==> config.mk <==
export PLATFORM = sky130hd
export DESIGN_NAME = mixer_sequencer
export DESIGN_NICKNAME = d
export VERILOG_FILES = /design/src/rtl/mixer_sequencer_pkg.sv /design/src/rtl/mixer_sequencer_mixer.sv /design/src/rtl/mixer_sequencer.sv
export SDC_FILE = /design/constraint.sdc
export NUM_CORES = 1
export LEC_CHECK = 0
export CELL_PAD_IN_SITES_DETAIL_PLACEMENT = 2
export CELL_PAD_IN_SITES_GLOBAL_PLACEMENT = 2
export CORE_UTILIZATION = 37
export DETAILED_ROUTE_END_ITERATION = 8
export PLACE_DENSITY = 0.84
export SLEW_MARGIN = 10
export SYNTH_ARGS = -nofsm -noshare
export SYNTH_HDL_FRONTEND = slang
export SYNTH_HIERARCHICAL = 1
export SYNTH_SLANG_ARGS = --single-unit
==> constraint.sdc <==
create_clock -name clk -period 5.4 [get_ports clk]
set_input_delay 1.08 -clock clk [delete_from_list [all_inputs] [get_ports clk]]
set_output_delay 1.08 -clock clk [all_outputs]
set_load 0.005 [all_outputs]
==> src/rtl/mixer_sequencer_pkg.sv <==
// Shared definitions for the mixer sequencer: FSM encoding and
// channel-count constants used to size the reduction counters.
package mixer_sequencer_pkg;

    typedef enum logic [1:0] {
        ST_IDLE   = 2'd0,
        ST_REDUCE = 2'd1,
        ST_DONE   = 2'd2
    } mix_state_e;

    localparam int MIX_DEF_CHANNELS = 8;

    // Ceiling log2, usable in constant expressions.
    function automatic int mix_log2(input int n);
        int r;
        r = 0;
        for (int i = 0; i < 31; i++) begin
            if ((1 << i) < n) r = i + 1;
        end
        return r;
    endfunction

    localparam int MIX_DEF_LOG2 = mix_log2(MIX_DEF_CHANNELS);

endpackage

==> src/rtl/mixer_sequencer_mixer.sv <==
// Two-input averaging mixer: y = (a + b) >>> 1 at DATA_BITS+1 width.
// The average of two in-range values is always in range, so the
// top bit of the shifted sum is a pure sign copy and can be dropped.
module mixer_sequencer_mixer #(
    parameter int DATA_BITS = 12
) (
    input  logic signed [DATA_BITS-1:0] a,
    input  logic signed [DATA_BITS-1:0] b,
    output logic signed [DATA_BITS-1:0] y
);

    logic signed [DATA_BITS:0] sum;

    // Sign-extend both operands, add, then floor-divide by two.
    always_comb begin
        sum = {a[DATA_BITS-1], a} + {b[DATA_BITS-1], b};
        y   = sum[DATA_BITS:1];
    end

endmodule

==> src/rtl/mixer_sequencer.sv <==
// Mixer sequencer: captures NUM_CHANNELS samples on a strobe and reduces
// them pairwise through a single shared averaging mixer, one op per cycle,
// producing the balanced-tree average after NUM_CHANNELS-1 ops.
module mixer_sequencer
    import mixer_sequencer_pkg::*;
#(
    parameter int NUM_CHANNELS = MIX_DEF_CHANNELS,
    parameter int DATA_BITS    = 12
) (
    input  logic                              clk,
    input  logic                              rst,
    input  logic                              sample_strobe,
    input  logic [NUM_CHANNELS-1:0]           channel_enable,
    input  logic [NUM_CHANNELS*DATA_BITS-1:0] din,
    output logic signed [DATA_BITS-1:0]       dout,
    output logic                              dout_valid,
    output logic                              busy,
    output logic                              overrun
);

    localparam int LOG2 = mix_log2(NUM_CHANNELS);

    mix_state_e                             state_q, state_d;
    logic [NUM_CHANNELS-1:0][DATA_BITS-1:0] buf_q;
    logic [LOG2-1:0]                        k_q, a_idx, b_idx;
    logic [LOG2:0]                          m_q, half_m;
    logic                                   last_op, final_op, accept;
    logic signed [DATA_BITS-1:0]            mix_a, mix_b, mix_y;

    // Op k reads entries 2k and 2k+1 of the current level and writes entry k;
    // writes never land on an entry still to be read in the same level.
    assign a_idx    = k_q << 1;
    assign b_idx    = a_idx | LOG2'(1);
    assign half_m   = m_q >> 1;
    assign last_op  = ({1'b0, k_q} == half_m - 1'b1);
    assign final_op = (state_q == ST_REDUCE) && (m_q == (LOG2+1)'(2));
    assign accept   = (state_q != ST_REDUCE) && sample_strobe;
    assign mix_a    = buf_q[a_idx];
    assign mix_b    = buf_q[b_idx];

    mixer_sequencer_mixer #(
        .DATA_BITS (DATA_BITS)
    ) u_mix (
        .a (mix_a),
        .b (mix_b),
        .y (mix_y)
    );

    // State register.
    always_ff @(posedge clk) begin
        if (rst) state_q <= ST_IDLE;
        else     state_q <= state_d;
    end

    // Next-state logic: DONE accepts a strobe exactly like IDLE.
    always_comb begin
        state_d = state_q;
        case (state_q)
            ST_IDLE, ST_DONE: state_d = accept ? ST_REDUCE : ST_IDLE;
            ST_REDUCE:        state_d = final_op ? ST_DONE : ST_REDUCE;
            default:          state_d = ST_IDLE;
        endcase
    end

    // Outputs decoded from state: busy covers the reduction only.
    always_comb begin
        busy = (state_q == ST_REDUCE);
    end

    // Datapath: sample capture, reduction ops, result and pulse registers.
    always_ff @(posedge clk) begin
        if (rst) begin
            k_q        <= '0;
            m_q        <= (LOG2+1)'(NUM_CHANNELS);
            dout       <= '0;
            dout_valid <= 1'b0;
            overrun    <= 1'b0;
        end else begin
            dout_valid <= 1'b0;
            overrun    <= 1'b0;
            case (state_q)
                ST_REDUCE: begin
                    overrun <= sample_strobe;
                    if (final_op) begin
                        dout       <= mix_y;
                        dout_valid <= 1'b1;
                    end else begin
                        buf_q[k_q] <= mix_y;
                    end
                    if (last_op) begin
                        m_q <= half_m;
                        k_q <= '0;
                    end else begin
                        k_q <= k_q + 1'b1;
                    end
                end
                default: begin
                    if (accept) begin
                        for (int i = 0; i < NUM_CHANNELS; i++) begin
                            buf_q[i] <= channel_enable[i] ? din[i*DATA_BITS +: DATA_BITS] : '0;
                        end
                        k_q <= '0;
                        m_q <= (LOG2+1)'(NUM_CHANNELS);
                    end
                end
            endcase
        end
    end

endmodule

==> metrics.txt, run 1 <==
# TYPE chip_impl_metric gauge
chip_impl_metric{name="row_count",unit=""} 46
chip_impl_info{name="netlist_top_cells_area",value="sky130_fd_sc_hd__edfxtp_1 (46%), sky130_fd_sc_hd__mux4_2 (8.7%), sky130_fd_sc_hd__nand3_1 (8.1%), sky130_fd_sc_hd__o21ai_0 (8.0%), sky130_fd_sc_hd__dfxtp_1 (7.4%)"} 1
chip_impl_metric{name="setup_viol_count_final",unit=""} 0
chip_impl_info{name="synthFlopType",value="sky130_fd_sc_hd__edfxtp_1"} 1
chip_impl_metric{name="final_layout_size_suffix_gt1_frac",unit=""} 0.1391
chip_impl_metric{name="grt_max_degree",unit=""} 69
chip_impl_metric{name="floorplan.initialDensity",unit=""} 0.3849
chip_impl_metric{name="timing_max_transition_violations_final",unit=""} 0
chip_impl_info{name="synthTopCellsByCount",value="sky130_fd_sc_hd__nand3_1 (101), sky130_fd_sc_hd__o21ai_0 (99), sky130_fd_sc_hd__edfxtp_1 (96)"} 1
chip_impl_info{name="yosysMostFrequentCell",value="sky130_fd_sc_hd__nand3_1"} 1
chip_impl_metric{name="post_synth_instance_area",unit="um2"} 6203
chip_impl_metric{name="die_width",unit="um"} 131.5
chip_impl_info{name="setup_repair_after_global_routing_missed_its_margin",value="no"} 1
chip_impl_metric{name="clkTransAtPathRegs",unit="ps"} 60
chip_impl_metric{name="netlist-cell-type-count",unit=""} 55
chip_impl_info{name="cts_tree",value="yes"} 1
chip_impl_metric{name="port_buffers",unit=""} 121
chip_impl_metric{name="post-route-drc-count",unit=""} 0
chip_impl_metric{name="synth_async_sr_flop_share",unit=""} 0
chip_impl_metric{name="stdcell_area",unit="um2"} 8230
chip_impl_metric{name="drt_iter0_markers",unit=""} 452
chip_impl_metric{name="diodes",unit=""} 0
chip_impl_metric{name="tightest_slew",unit="ps"} 1092
chip_impl_metric{name="relative_max_transition_margin",unit=""} 0.2723
chip_impl_info{name="timing.setup.critical_path_class",value="flip-flop to flip-flop"} 1
chip_impl_metric{name="grt_first_pass_wirelength",unit="mm"} 38.78
chip_impl_metric{name="synthDominantCellAreaShare",unit=""} 0.4647
chip_impl_metric{name="max_freq",unit="MHz"} 233.8
chip_impl_info{name="outcome",value="completed"} 1
chip_impl_metric{name="synth-edff-count",unit=""} 96
chip_impl_metric{name="hold_violations",unit=""} 0
chip_impl_metric{name="max_cap_viol_count",unit=""} 0
chip_impl_metric{name="die_footprint",unit="um2"} 17290
chip_impl_metric{name="dieHeight",unit="um"} 131.5
chip_impl_metric{name="final_period_minus_worst_setup_slack",unit="ps"} 4278
chip_impl_metric{name="detailed_router_iteration_count_before_antenna_repair",unit=""} 5
chip_impl_metric{name="syn-num-nets",unit=""} 654
chip_impl_metric{name="dpl_cell_area",unit="um2"} 7566
chip_impl_metric{name="peakVddDrop",unit="V"} 0.0002530
chip_impl_metric{name="detail_placement_hpwl",unit="mm"} 16.59
chip_impl_metric{name="required_time_of_the_critical_path",unit="ps"} 5610
chip_impl_metric{name="ctsHtreeMaxLevel",unit=""} 4
chip_impl_metric{name="cts_buffer_depth",unit=""} 2
chip_impl_metric{name="globalRoute.totalOverflow",unit=""} 0
chip_impl_metric{name="detail_route.vias_per_cell",unit=""} 6.149
chip_impl_metric{name="via_count",unit=""} 5350
chip_impl_metric{name="post_cts_hold_buffer_count",unit=""} 0
chip_impl_metric{name="route.detailed.wl_per_inst",unit="um"} 29.42
chip_impl_metric{name="clk_latency",unit="ps"} 430
chip_impl_metric{name="ys_seq_area_frac",unit=""} 0.5389
chip_impl_info{name="crit_path_start_kind",value="flip-flop"} 1
chip_impl_metric{name="cts_setup_buffers",unit=""} 0
chip_impl_metric{name="nets",unit=""} 762
chip_impl_info{name="hold_path.class",value="flip-flop to flip-flop"} 1
chip_impl_metric{name="gp_congestion",unit=""} 0.8679
chip_impl_metric{name="average_cell_area_after_synthesis",unit="um2"} 11.64
chip_impl_info{name="worstSetupEndpointType",value="flip-flop"} 1
chip_impl_metric{name="leakagePower",unit="uW"} 0.002807
chip_impl_metric{name="first_global_vias",unit=""} 5872
chip_impl_metric{name="ys_seq_elements",unit=""} 119
chip_impl_metric{name="routed_wire_length",unit="mm"} 25.59
chip_impl_metric{name="area_growth_syn_to_layout",unit="%"} 32.67
chip_impl_metric{name="post_cts_resized",unit=""} 0
chip_impl_metric{name="grt_usage",unit=""} 0.3097
chip_impl_metric{name="clk_skew",unit="ps"} 11.19
chip_impl_metric{name="period_share",unit=""} 0.7922
chip_impl_metric{name="coreArea",unit="um2"} 16120
chip_impl_metric{name="critPathMaxFanout",unit=""} 34
chip_impl_metric{name="ant_nets",unit=""} 0
chip_impl_metric{name="synth.yosys.warnings",unit=""} 6
chip_impl_metric{name="antenna_found_initial",unit=""} 0
chip_impl_metric{name="ios",unit=""} 122
chip_impl_metric{name="power.density",unit="nW/um2"} 357.5
chip_impl_metric{name="cts_sinks",unit=""} 119
chip_impl_info{name="yosysTopAreaCell",value="sky130_fd_sc_hd__edfxtp_1"} 1
chip_impl_info{name="clk_root_buffer_cell",value="sky130_fd_sc_hd__clkbuf_16"} 1
chip_impl_metric{name="crit_path_dat",unit="ps"} 4480
chip_impl_metric{name="cts_buffers",unit=""} 17
chip_impl_metric{name="synthCells",unit=""} 533
chip_impl_metric{name="final.setup.tns",unit="ps"} 0
==> cells by family after synthesis <==
family / Yosys count / synth area share
flops: 119 / 0.5389
buf+inv: 49 / 0.03449
fa+ha+maj: 14 / 0.02945
simple gates: 158 / 0.1333
compound gates: 155 / 0.1509
xor+xnor: 13 / 0.02421
mux: 25 / 0.08875
==> flip-flops by register name, indices dropped and copies added, names as in the netlist <==
name        cells
state_q         2
buf_q          96
dout_valid      1
k_q             3
dout           12
m_q             4
overrun         1
==> routing by layer <==
| metal | wire (um) | track usage |
|---|---|---|
| met1 | 10200 | 0.3699 |
| met2 | 12980 | 0.5376 |
| met3 | 1537 | 0.05748 |
| met4 | 876 | 0.1441 |
| met5 | 0 | 0 |
==> through the flow <==
stage | util | power, uW | hold slack, ps | setup WS [ps] | cells
floorplan | - | 1392 | 466.0 | 2320 | 533
CTS | 0.5100 | 2934 | 486.2 | 1185 | 870
finish | 0.5107 | 2942 | 479.5 | 1122 | 870
global placement | 0.4695 | 1586 | 468.8 | 1290 | 838
global route | 0.5107 | 3009 | 508.0 | 836.1 | 870
detailed placement | 0.4695 | 1623 | 473.4 | 971.9 | 838
==> power breakdown <==
part	switching [uW]	internal, uW	leakage, uW
Clock	471	821	0.000313
Sequential	33.7	1060	0.00112
Combinational	343	215	0.00138
Total	847	2090	0.00281
==> layout make-up <==
cell class | count | area [um2]
flip-flops and latches | 119 | 3344
clock inverters | 15 | 227.7
multi-input cells | 365 | 2658
fillers | 1557 | 7885
clock buffers | 17 | 425.4
well taps | 216 | 270.3
repair buffers | 129 | 1271
inverters | 9 | 33.78
==> cell usage in the layout (no fill, tap or decap), types with 6 or more instances in the layout <==
cell,synthesis,routed
sky130_fd_sc_hd__inv_1,9,9
sky130_fd_sc_hd__clkbuf_16,0,17
sky130_fd_sc_hd__a21oi_1,17,14
sky130_fd_sc_hd__nand2_1,21,21
sky130_fd_sc_hd__nor2b_1,6,6
sky130_fd_sc_hd__dfxtp_1,23,22
sky130_fd_sc_hd__nor2_1,8,8
sky130_fd_sc_hd__mux4_2,24,24
sky130_fd_sc_hd__ha_1,13,13
sky130_fd_sc_hd__a22o_2,10,10
sky130_fd_sc_hd__edfxtp_1,96,96
sky130_fd_sc_hd__nand3_1,101,101
sky130_fd_sc_hd__o21ai_0,99,99
sky130_fd_sc_hd__clkdlybuf4s50_1,0,121
sky130_fd_sc_hd__buf_4,1,8
sky130_fd_sc_hd__xnor2_1,8,8
==> worst max-delay path: stages (launching register included) <==
cell and delay [ps]:
sky130_fd_sc_hd__dfxtp_2 1050, sky130_fd_sc_hd__mux4_2 650, sky130_fd_sc_hd__and2_1 210, sky130_fd_sc_hd__fa_1 430
sky130_fd_sc_hd__a21oi_1 350, sky130_fd_sc_hd__o22ai_2 170, sky130_fd_sc_hd__nor4_1 220, sky130_fd_sc_hd__nor3_1 110
sky130_fd_sc_hd__xor2_1 210, sky130_fd_sc_hd__nand2_1 260, sky130_fd_sc_hd__o21ai_0 400
==> path summary, 6_finish.rpt <==
check | startpoint | end | slack (ps) | cells past startpoint
setup / recovery | k_q[0] | buf_q[43] | 1120 | 10
hold / removal | dout[8] | dout[8] | 480 | 1
setup reg to reg | k_q[0] | buf_q[43] | 1120 | 10
hold reg to reg | dout[8] | dout[8] | 480 | 1
Note: power is estimated with default switching activity, not from simulation.
==> run 2, diff against run 1 <==
Settings changed: CORE_UTILIZATION 37 to 34, PLACE_DENSITY 0.84 to 0.78.
Clock period 5.4 ns to 4.5 ns, I/O delays scaled along.
==> run 2 against run 1 <==
Net effect: critical path depth rose by 1; clock skew fell by 4.8 ps; global-route usage fell by 6.2 points; setup slack got worse by 370 ps; non-clock buffer count rose by 6; design area fell by 0.17%; critical path type unchanged; largest power group unchanged; highest routed layer unchanged.
==> metrics.txt, run 2 (synthesis results as in run 1) <==
# TYPE chip_impl_metric gauge
chip_impl_metric{name="final_layout_size_suffix_gt1_frac",unit=""} 0.1307
chip_impl_metric{name="hold_violations",unit=""} 0
chip_impl_metric{name="route.detailed.wl_per_inst",unit="um"} 24.73
chip_impl_info{name="worstHoldStart",value="dout[5]"} 1
chip_impl_info{name="setup_repair_after_global_routing_missed_its_margin",value="no"} 1
chip_impl_metric{name="total_switching_power",unit="uW"} 904.7
chip_impl_metric{name="port_buffers",unit=""} 121
chip_impl_metric{name="share_of_total_power_consumed_by_net_switching",unit=""} 0.2705
chip_impl_metric{name="row_count",unit=""} 49
chip_impl_metric{name="clk_latency",unit="ps"} 420
chip_impl_metric{name="globalRoute.totalOverflow",unit=""} 0
chip_impl_metric{name="antenna_found_initial",unit=""} 0
chip_impl_info{name="worstSetupEndpointType",value="flip-flop"} 1
chip_impl_info{name="cts_tree",value="yes"} 1
chip_impl_metric{name="required_time_of_the_critical_path",unit="ps"} 4730
chip_impl_metric{name="gp_congestion",unit=""} 0.8079
chip_impl_metric{name="grt_max_degree",unit=""} 83
chip_impl_metric{name="cts_setup_buffers",unit=""} 0
chip_impl_metric{name="hold-path-cell-count",unit=""} 1
chip_impl_metric{name="timing_max_transition_violations_final",unit=""} 0
chip_impl_metric{name="cts_sinks",unit=""} 119
chip_impl_metric{name="relative_max_transition_margin",unit=""} 0.4278
chip_impl_metric{name="post_cts_resized",unit=""} 0
chip_impl_metric{name="peakVddDrop",unit="V"} 0.0002707
chip_impl_metric{name="detail_placement_hpwl",unit="mm"} 16.22
chip_impl_info{name="holdPathEnd",value="dout[5]"} 1
chip_impl_metric{name="cts_buffer_depth",unit=""} 2
chip_impl_metric{name="post_cts_hold_buffer_count",unit=""} 0
chip_impl_metric{name="clk_skew",unit="ps"} 6.360
chip_impl_info{name="clk_root_buffer_cell",value="sky130_fd_sc_hd__clkbuf_16"} 1
chip_impl_metric{name="final.setup.tns",unit="ps"} 0
chip_impl_metric{name="pwr-share-comb",unit=""} 0.196
chip_impl_metric{name="crit_path_dat",unit="ps"} 3980
chip_impl_info{name="crit-reg2reg-launch",value="k_q[0]"} 1
chip_impl_metric{name="largest_register_ffs",unit=""} 96
chip_impl_metric{name="power_frac_seq",unit=""} 0.387
chip_impl_metric{name="finish.utilization",unit=""} 0.4590
chip_impl_metric{name="area_growth_syn_to_layout",unit="%"} 32.45
chip_impl_metric{name="detailed_router_iteration_count_before_antenna_repair",unit=""} 5
chip_impl_info{name="outcome",value="completed"} 1
chip_impl_info{name="largest_register",value="buf_q"} 1
chip_impl_metric{name="die_width",unit="um"} 137.1
chip_impl_metric{name="diodes",unit=""} 0
chip_impl_metric{name="final_period_minus_worst_setup_slack",unit="ps"} 3750
chip_impl_metric{name="coreArea",unit="um2"} 17900
chip_impl_metric{name="floorplan.initialDensity",unit=""} 0.3465
chip_impl_metric{name="die_footprint",unit="um2"} 18790
chip_impl_metric{name="cell_internal_pwr",unit="uW"} 2439
chip_impl_metric{name="tightest_slew",unit="ps"} 858.3
chip_impl_metric{name="grt_first_pass_wirelength",unit="mm"} 33.43
chip_impl_metric{name="dieHeight",unit="um"} 137.1
chip_impl_metric{name="post-route-drc-count",unit=""} 0
chip_impl_metric{name="ctsHtreeMaxLevel",unit=""} 4
chip_impl_metric{name="power.density",unit="nW/um2"} 407.0
chip_impl_metric{name="routed_wire_length",unit="mm"} 21.94
chip_impl_info{name="final_common_cell",value="sky130_fd_sc_hd__clkdlybuf4s50_1"} 1
chip_impl_metric{name="max_freq",unit="MHz"} 266.7
chip_impl_metric{name="cts_buffers",unit=""} 17
chip_impl_metric{name="detail_route.vias_per_cell",unit=""} 5.777
chip_impl_metric{name="clk_pwr_share",unit=""} 0.417
chip_impl_metric{name="grt_usage",unit=""} 0.2479
chip_impl_metric{name="ios",unit=""} 122
chip_impl_info{name="timing.setup.critical_path_class",value="flip-flop to flip-flop"} 1
chip_impl_metric{name="first_global_vias",unit=""} 5526
chip_impl_metric{name="max_cap_viol_count",unit=""} 0
chip_impl_metric{name="ant_nets",unit=""} 0
chip_impl_info{name="hold_path.class",value="flip-flop to flip-flop"} 1
chip_impl_info{name="layout_common_cells",value="sky130_fd_sc_hd__clkdlybuf4s50_1 (121), sky130_fd_sc_hd__nand3_1 (101), sky130_fd_sc_hd__o21ai_0 (99), sky130_fd_sc_hd__edfxtp_1 (96), sky130_fd_sc_hd__mux4_2 (24)"} 1
chip_impl_metric{name="timing.reg2reg.worst_path_depth",unit=""} 11
chip_impl_metric{name="fill_cells",unit=""} 1801
chip_impl_info{name="worst_r2r_endpoint",value="buf_q[33]"} 1
chip_impl_metric{name="nets",unit=""} 768
chip_impl_metric{name="setup.reg_to_reg.worst_slack",unit="ps"} 750
chip_impl_metric{name="setup_viol_count_final",unit=""} 0
chip_impl_metric{name="clkTransAtPathRegs",unit="ps"} 50
chip_impl_info{name="crit_path_start_kind",value="flip-flop"} 1
chip_impl_metric{name="via_count",unit=""} 5124
chip_impl_metric{name="leakagePower",unit="uW"} 0.002808
chip_impl_metric{name="critPathMaxFanout",unit=""} 11
chip_impl_metric{name="period_share",unit=""} 0.8333
chip_impl_metric{name="fin_worst_hold_slack",unit="ps"} 483.3
chip_impl_info{name="layout_top_registers",value="buf_q: 96 flops, dout: 12 flops, m_q: 4 flops"} 1
chip_impl_metric{name="drt_iter0_markers",unit=""} 432
## run 2: layer usage
layer	up-vias	track usage	wire length, um
met4	0	0.07326	366
li1	2299	-	-
met1	2598	0.3130	9072
met3	32	0.04111	1159
met5	-	0	0
met2	195	0.4332	11340
## run 2: worst max-delay path, cell delays in order, from the launching register on
cell and delay (ps):
sky130_fd_sc_hd__dfxtp_2 470, sky130_fd_sc_hd__buf_4 280, sky130_fd_sc_hd__mux4_2 560, sky130_fd_sc_hd__and2_1 210, sky130_fd_sc_hd__fa_1 420, sky130_fd_sc_hd__a21oi_1 340, sky130_fd_sc_hd__o22ai_2 160, sky130_fd_sc_hd__o21ai_1 190
sky130_fd_sc_hd__o2bb2ai_1 190, sky130_fd_sc_hd__xnor2_1 190, sky130_fd_sc_hd__nand2_1 270, sky130_fd_sc_hd__o21ai_0 290
## run 2: worst max-delay path by stage
stage	startpoint	to	slack (ps)	depth (start not counted)
floorplan	k_q[0]	buf_q[92]	1420	11
global placement	rst	buf_q[58]	980	6
CTS	k_q[0]	buf_q[92]	740	10
finish	k_q[0]	buf_q[33]	750	11
detailed placement	k_q[1]	buf_q[92]	790	10
global route	k_q[0]	buf_q[91]	500	11
## run 2: power groups by stage
stage / Sequential [uW] / Clock, uW / Combinational [uW]
floorplan: 1300 / 0 / 370
global placement: 1310 / 0 / 599
detailed placement: 1320 / 0 / 637
CTS: 1290 / 1410 / 651
global route: 1300 / 1440 / 704
finish: 1290 / 1400 / 654
## run 2: final cells by class
type                       instances  area, um2  area share
sequential                       119       3344      0.4070
inverter                           9      33.78    0.004111
clock inverter                    12      160.2     0.01949
clock buffer                      18      429.2     0.05223
multi-input combinational        365       2646      0.3221
timing repair buffer             135       1316      0.1602
tap                              229      286.5     0.03487
## run 2: metrics by stage
stage	total power [uW]	area (um2)	std cells	setup WS [ps]
floorplan	1670	6203	533	1420
detailed placement	1952	7627	857	791.9
CTS	3355	8217	887	740.9
global route	3447	8217	887	500.8
finish	3344	8217	887	750.3
global placement	1910	7627	857	983.9
==> run 3, diff against run 2 <==
Settings changed: CORE_UTILIZATION 34 to 31, PLACE_DENSITY 0.78 to 0.75.
Clock period 4.5 ns to 3 ns, I/O delays scaled along.
==> run 3 against run 2 <==
Net effect: the flow now finishes with violations (negative setup slack); via count grew 4.7%; sequential power grew 51%; first-iteration DRC count shrank 27%; sequential share of layout area shrank 3.2 points; combinational power grew 110%; global-route usage shrank 0.21 points; critical path depth shrank 2; die area grew 9.5%; power grew 62%; fmax grew 24%; hold slack gained 6.3 ps; critical path type unchanged; critical endpoint is now buf_q[86].
==> metrics.txt, run 3 (synthesis results as in run 1) <==
# TYPE chip_impl_metric gauge
chip_impl_info{name="outcome",value="finished with violations"} 1
chip_impl_info{name="violations_in_the_final_reports",value="negative setup slack"} 1
chip_impl_metric{name="hold_violations",unit=""} 0
chip_impl_metric{name="final.setup.worst_slack",unit="ps"} -12.94
chip_impl_metric{name="ios",unit=""} 122
chip_impl_metric{name="area_growth_syn_to_layout",unit="%"} 44.01
chip_impl_metric{name="ant_nets",unit=""} 0
chip_impl_metric{name="cts_buffers",unit=""} 17
chip_impl_info{name="crit-reg2reg-launch",value="k_q[0]"} 1
chip_impl_metric{name="hold-path-cell-count",unit=""} 1
chip_impl_metric{name="clk_latency",unit="ps"} 430
chip_impl_metric{name="stdcell_area",unit="um2"} 8934
chip_impl_metric{name="leakagePower",unit="uW"} 0.003126
chip_impl_metric{name="tightest_slew",unit="ps"} 795.3
chip_impl_metric{name="detail_placement_hpwl",unit="mm"} 17.33
chip_impl_metric{name="first_global_vias",unit=""} 5774
chip_impl_metric{name="ctsHtreeMaxLevel",unit=""} 4
chip_impl_metric{name="relative_max_transition_margin",unit=""} 0.4698
chip_impl_metric{name="fin_worst_hold_slack",unit="ps"} 489.6
chip_impl_metric{name="fill_cells",unit=""} 1983
chip_impl_info{name="worstHoldStart",value="dout[9]"} 1
chip_impl_metric{name="row_count",unit=""} 51
chip_impl_info{name="cts_tree",value="yes"} 1
chip_impl_metric{name="period_share",unit=""} 1.004
chip_impl_metric{name="critPathMaxFanout",unit=""} 8
chip_impl_metric{name="cts_sinks",unit=""} 119
chip_impl_info{name="layout_top_registers",value="buf_q: 96 flops, dout: 12 flops, m_q: 4 flops"} 1
chip_impl_metric{name="max_freq",unit="MHz"} 331.9
chip_impl_info{name="crit_path_start_kind",value="flip-flop"} 1
chip_impl_metric{name="port_buffers",unit=""} 121
chip_impl_metric{name="antenna_found_initial",unit=""} 0
chip_impl_metric{name="drt_iter0_markers",unit=""} 316
chip_impl_metric{name="setup.reg_to_reg.worst_slack",unit="ps"} -10
chip_impl_metric{name="post_cts_hold_buffer_count",unit=""} 0
chip_impl_metric{name="grt_usage",unit=""} 0.2458
chip_impl_metric{name="via_count",unit=""} 5366
chip_impl_metric{name="crit_path_dat",unit="ps"} 3210
chip_impl_metric{name="cts_buffer_depth",unit=""} 2
chip_impl_metric{name="clk_skew",unit="ps"} 13.16
chip_impl_metric{name="timing_max_transition_violations_final",unit=""} 0
chip_impl_metric{name="nets",unit=""} 814
chip_impl_info{name="final_common_cell",value="sky130_fd_sc_hd__clkdlybuf4s50_1"} 1
chip_impl_metric{name="setup_viol_count_final",unit=""} 3
chip_impl_info{name="layout_common_cells",value="sky130_fd_sc_hd__clkdlybuf4s50_1 (121), sky130_fd_sc_hd__nand3_1 (100), sky130_fd_sc_hd__edfxtp_1 (96), sky130_fd_sc_hd__o21ai_0 (56), sky130_fd_sc_hd__buf_4 (56)"} 1
chip_impl_metric{name="globalRoute.totalOverflow",unit=""} 0
chip_impl_metric{name="required_time_of_the_critical_path",unit="ps"} 3200
chip_impl_metric{name="largest_register_ffs",unit=""} 96
chip_impl_metric{name="post-route-drc-count",unit=""} 0
chip_impl_info{name="critical_path.startpoint",value="k_q[0]"} 1
chip_impl_metric{name="finished_layout_cells",unit=""} 971
chip_impl_metric{name="peakVddDrop",unit="V"} 0.0004269
chip_impl_metric{name="route.detailed.wl_per_inst",unit="um"} 25.67
chip_impl_metric{name="gp_congestion",unit=""} 0.8850
chip_impl_info{name="hold_path.class",value="flip-flop to flip-flop"} 1
chip_impl_metric{name="coreArea",unit="um2"} 19530
chip_impl_info{name="worstSetupEndpointType",value="flip-flop"} 1
chip_impl_metric{name="clkTransAtPathRegs",unit="ps"} 60
chip_impl_info{name="worst_r2r_endpoint",value="buf_q[86]"} 1
chip_impl_metric{name="routed_wire_length",unit="mm"} 24.92
chip_impl_metric{name="dpl_cell_area",unit="um2"} 7928
chip_impl_metric{name="die_footprint",unit="um2"} 20580
chip_impl_metric{name="power.density",unit="nW/um2"} 605.0
chip_impl_metric{name="die_width",unit="um"} 143.5
chip_impl_metric{name="dieHeight",unit="um"} 143.5
chip_impl_metric{name="final_layout_size_suffix_gt1_frac",unit=""} 0.2649
chip_impl_metric{name="max_cap_viol_count",unit=""} 0
chip_impl_metric{name="diodes",unit=""} 0
chip_impl_info{name="timing.setup.critical_path_class",value="flip-flop to flip-flop"} 1
chip_impl_metric{name="detailed_router_iteration_count_before_antenna_repair",unit=""} 4
chip_impl_info{name="setup_repair_after_global_routing_missed_its_margin",value="yes"} 1
chip_impl_metric{name="detail_route.vias_per_cell",unit=""} 5.526
chip_impl_metric{name="timing.reg2reg.worst_path_depth",unit=""} 9
chip_impl_metric{name="floorplan.initialDensity",unit=""} 0.3177
chip_impl_info{name="largest_register",value="buf_q"} 1
chip_impl_metric{name="grt_max_degree",unit=""} 80
chip_impl_metric{name="dpl.cell_count",unit=""} 927
chip_impl_metric{name="grt_first_pass_wirelength",unit="mm"} 36.09
chip_impl_info{name="clk_root_buffer_cell",value="sky130_fd_sc_hd__clkbuf_16"} 1
chip_impl_metric{name="final_period_minus_worst_setup_slack",unit="ps"} 3013
chip_impl_info{name="holdPathEnd",value="dout[9]"} 1
-- run 3: cell count changes in the layout (fill, tap and decap cells not counted), sizes merged --
cell | before | now
inv | 9 | 10
clkinvlp | 1 | 3
buf | 14 | 60
clkinv | 7 | 8
bufinv | 4 | 2
-- run 3: worst max-delay path by stage --
stage               depth (start not counted)  slack [ps]   endpoint
floorplan                                  11           1  buf_q[91]
global placement                           10        -230  buf_q[91]
detailed placement                         10        -360  buf_q[32]
CTS                                        10           3  buf_q[31]
global route                                9        -110  buf_q[86]
finish                                      9         -10  buf_q[86]
-- run 3: metal layers --
metal,track usage,share of wire,vias up
met5,0,0,-
met4,0.09351,0.019,0
met3,0.04998,0.053,38
met2,0.4175,0.51,201
met1,0.3069,0.42,2728
li1,-,-,2399
-- run 3: final cells by class --
class / count / area (um2) / share of cell area
flip-flops and latches: 119 / 3348 / 0.3748
multi-input cells: 365 / 2943 / 0.3294
repair buffers: 181 / 1694 / 0.1896
clock buffers: 18 / 429.2 / 0.04804
well taps: 265 / 331.6 / 0.03711
clock inverters: 14 / 153.9 / 0.01723
inverters: 9 / 33.78 / 0.003782
-- run 3: worst max-delay path, cell delays in order (launching register included) --
cell	delay, ps
sky130_fd_sc_hd__dfxtp_4	430
sky130_fd_sc_hd__buf_6	150
sky130_fd_sc_hd__mux4_2	600
sky130_fd_sc_hd__ha_4	360
sky130_fd_sc_hd__nand4_1	140
sky130_fd_sc_hd__nand2_2	150
sky130_fd_sc_hd__buf_4	130
sky130_fd_sc_hd__xnor2_1	170
sky130_fd_sc_hd__nand2_2	230
sky130_fd_sc_hd__o21ai_0	390
-- run 3: timing repair --
item | in CTS | in global routing
gates resized for setup | 60 | 53
pin swaps | 6 | 14
endpoints found under the setup margin | 80 | 76
endpoints found under the hold margin | 0 | 0
setup buffers | 2 | 11
-- run 3: metrics by stage --
step,setup slack (ps),utilization,TNS [ps],power (uW)
detailed placement,-363.1,0.4060,-11870,3071
global route,-106.3,0.4575,-1397,5564
finish,-12.94,0.4575,-20.88,5405
global placement,-227.7,0.4060,-3903,2994
CTS,3.147,0.4454,0,5257
floorplan,1.360,-,0,2506
-- run 3: power breakdown --
group          internal (uW)  total, uW  switching, uW
Combinational            629       1380            755
Sequential              1900       1950           43.3
Clock                   1230       2070            847
Total                   3760       5410           1650
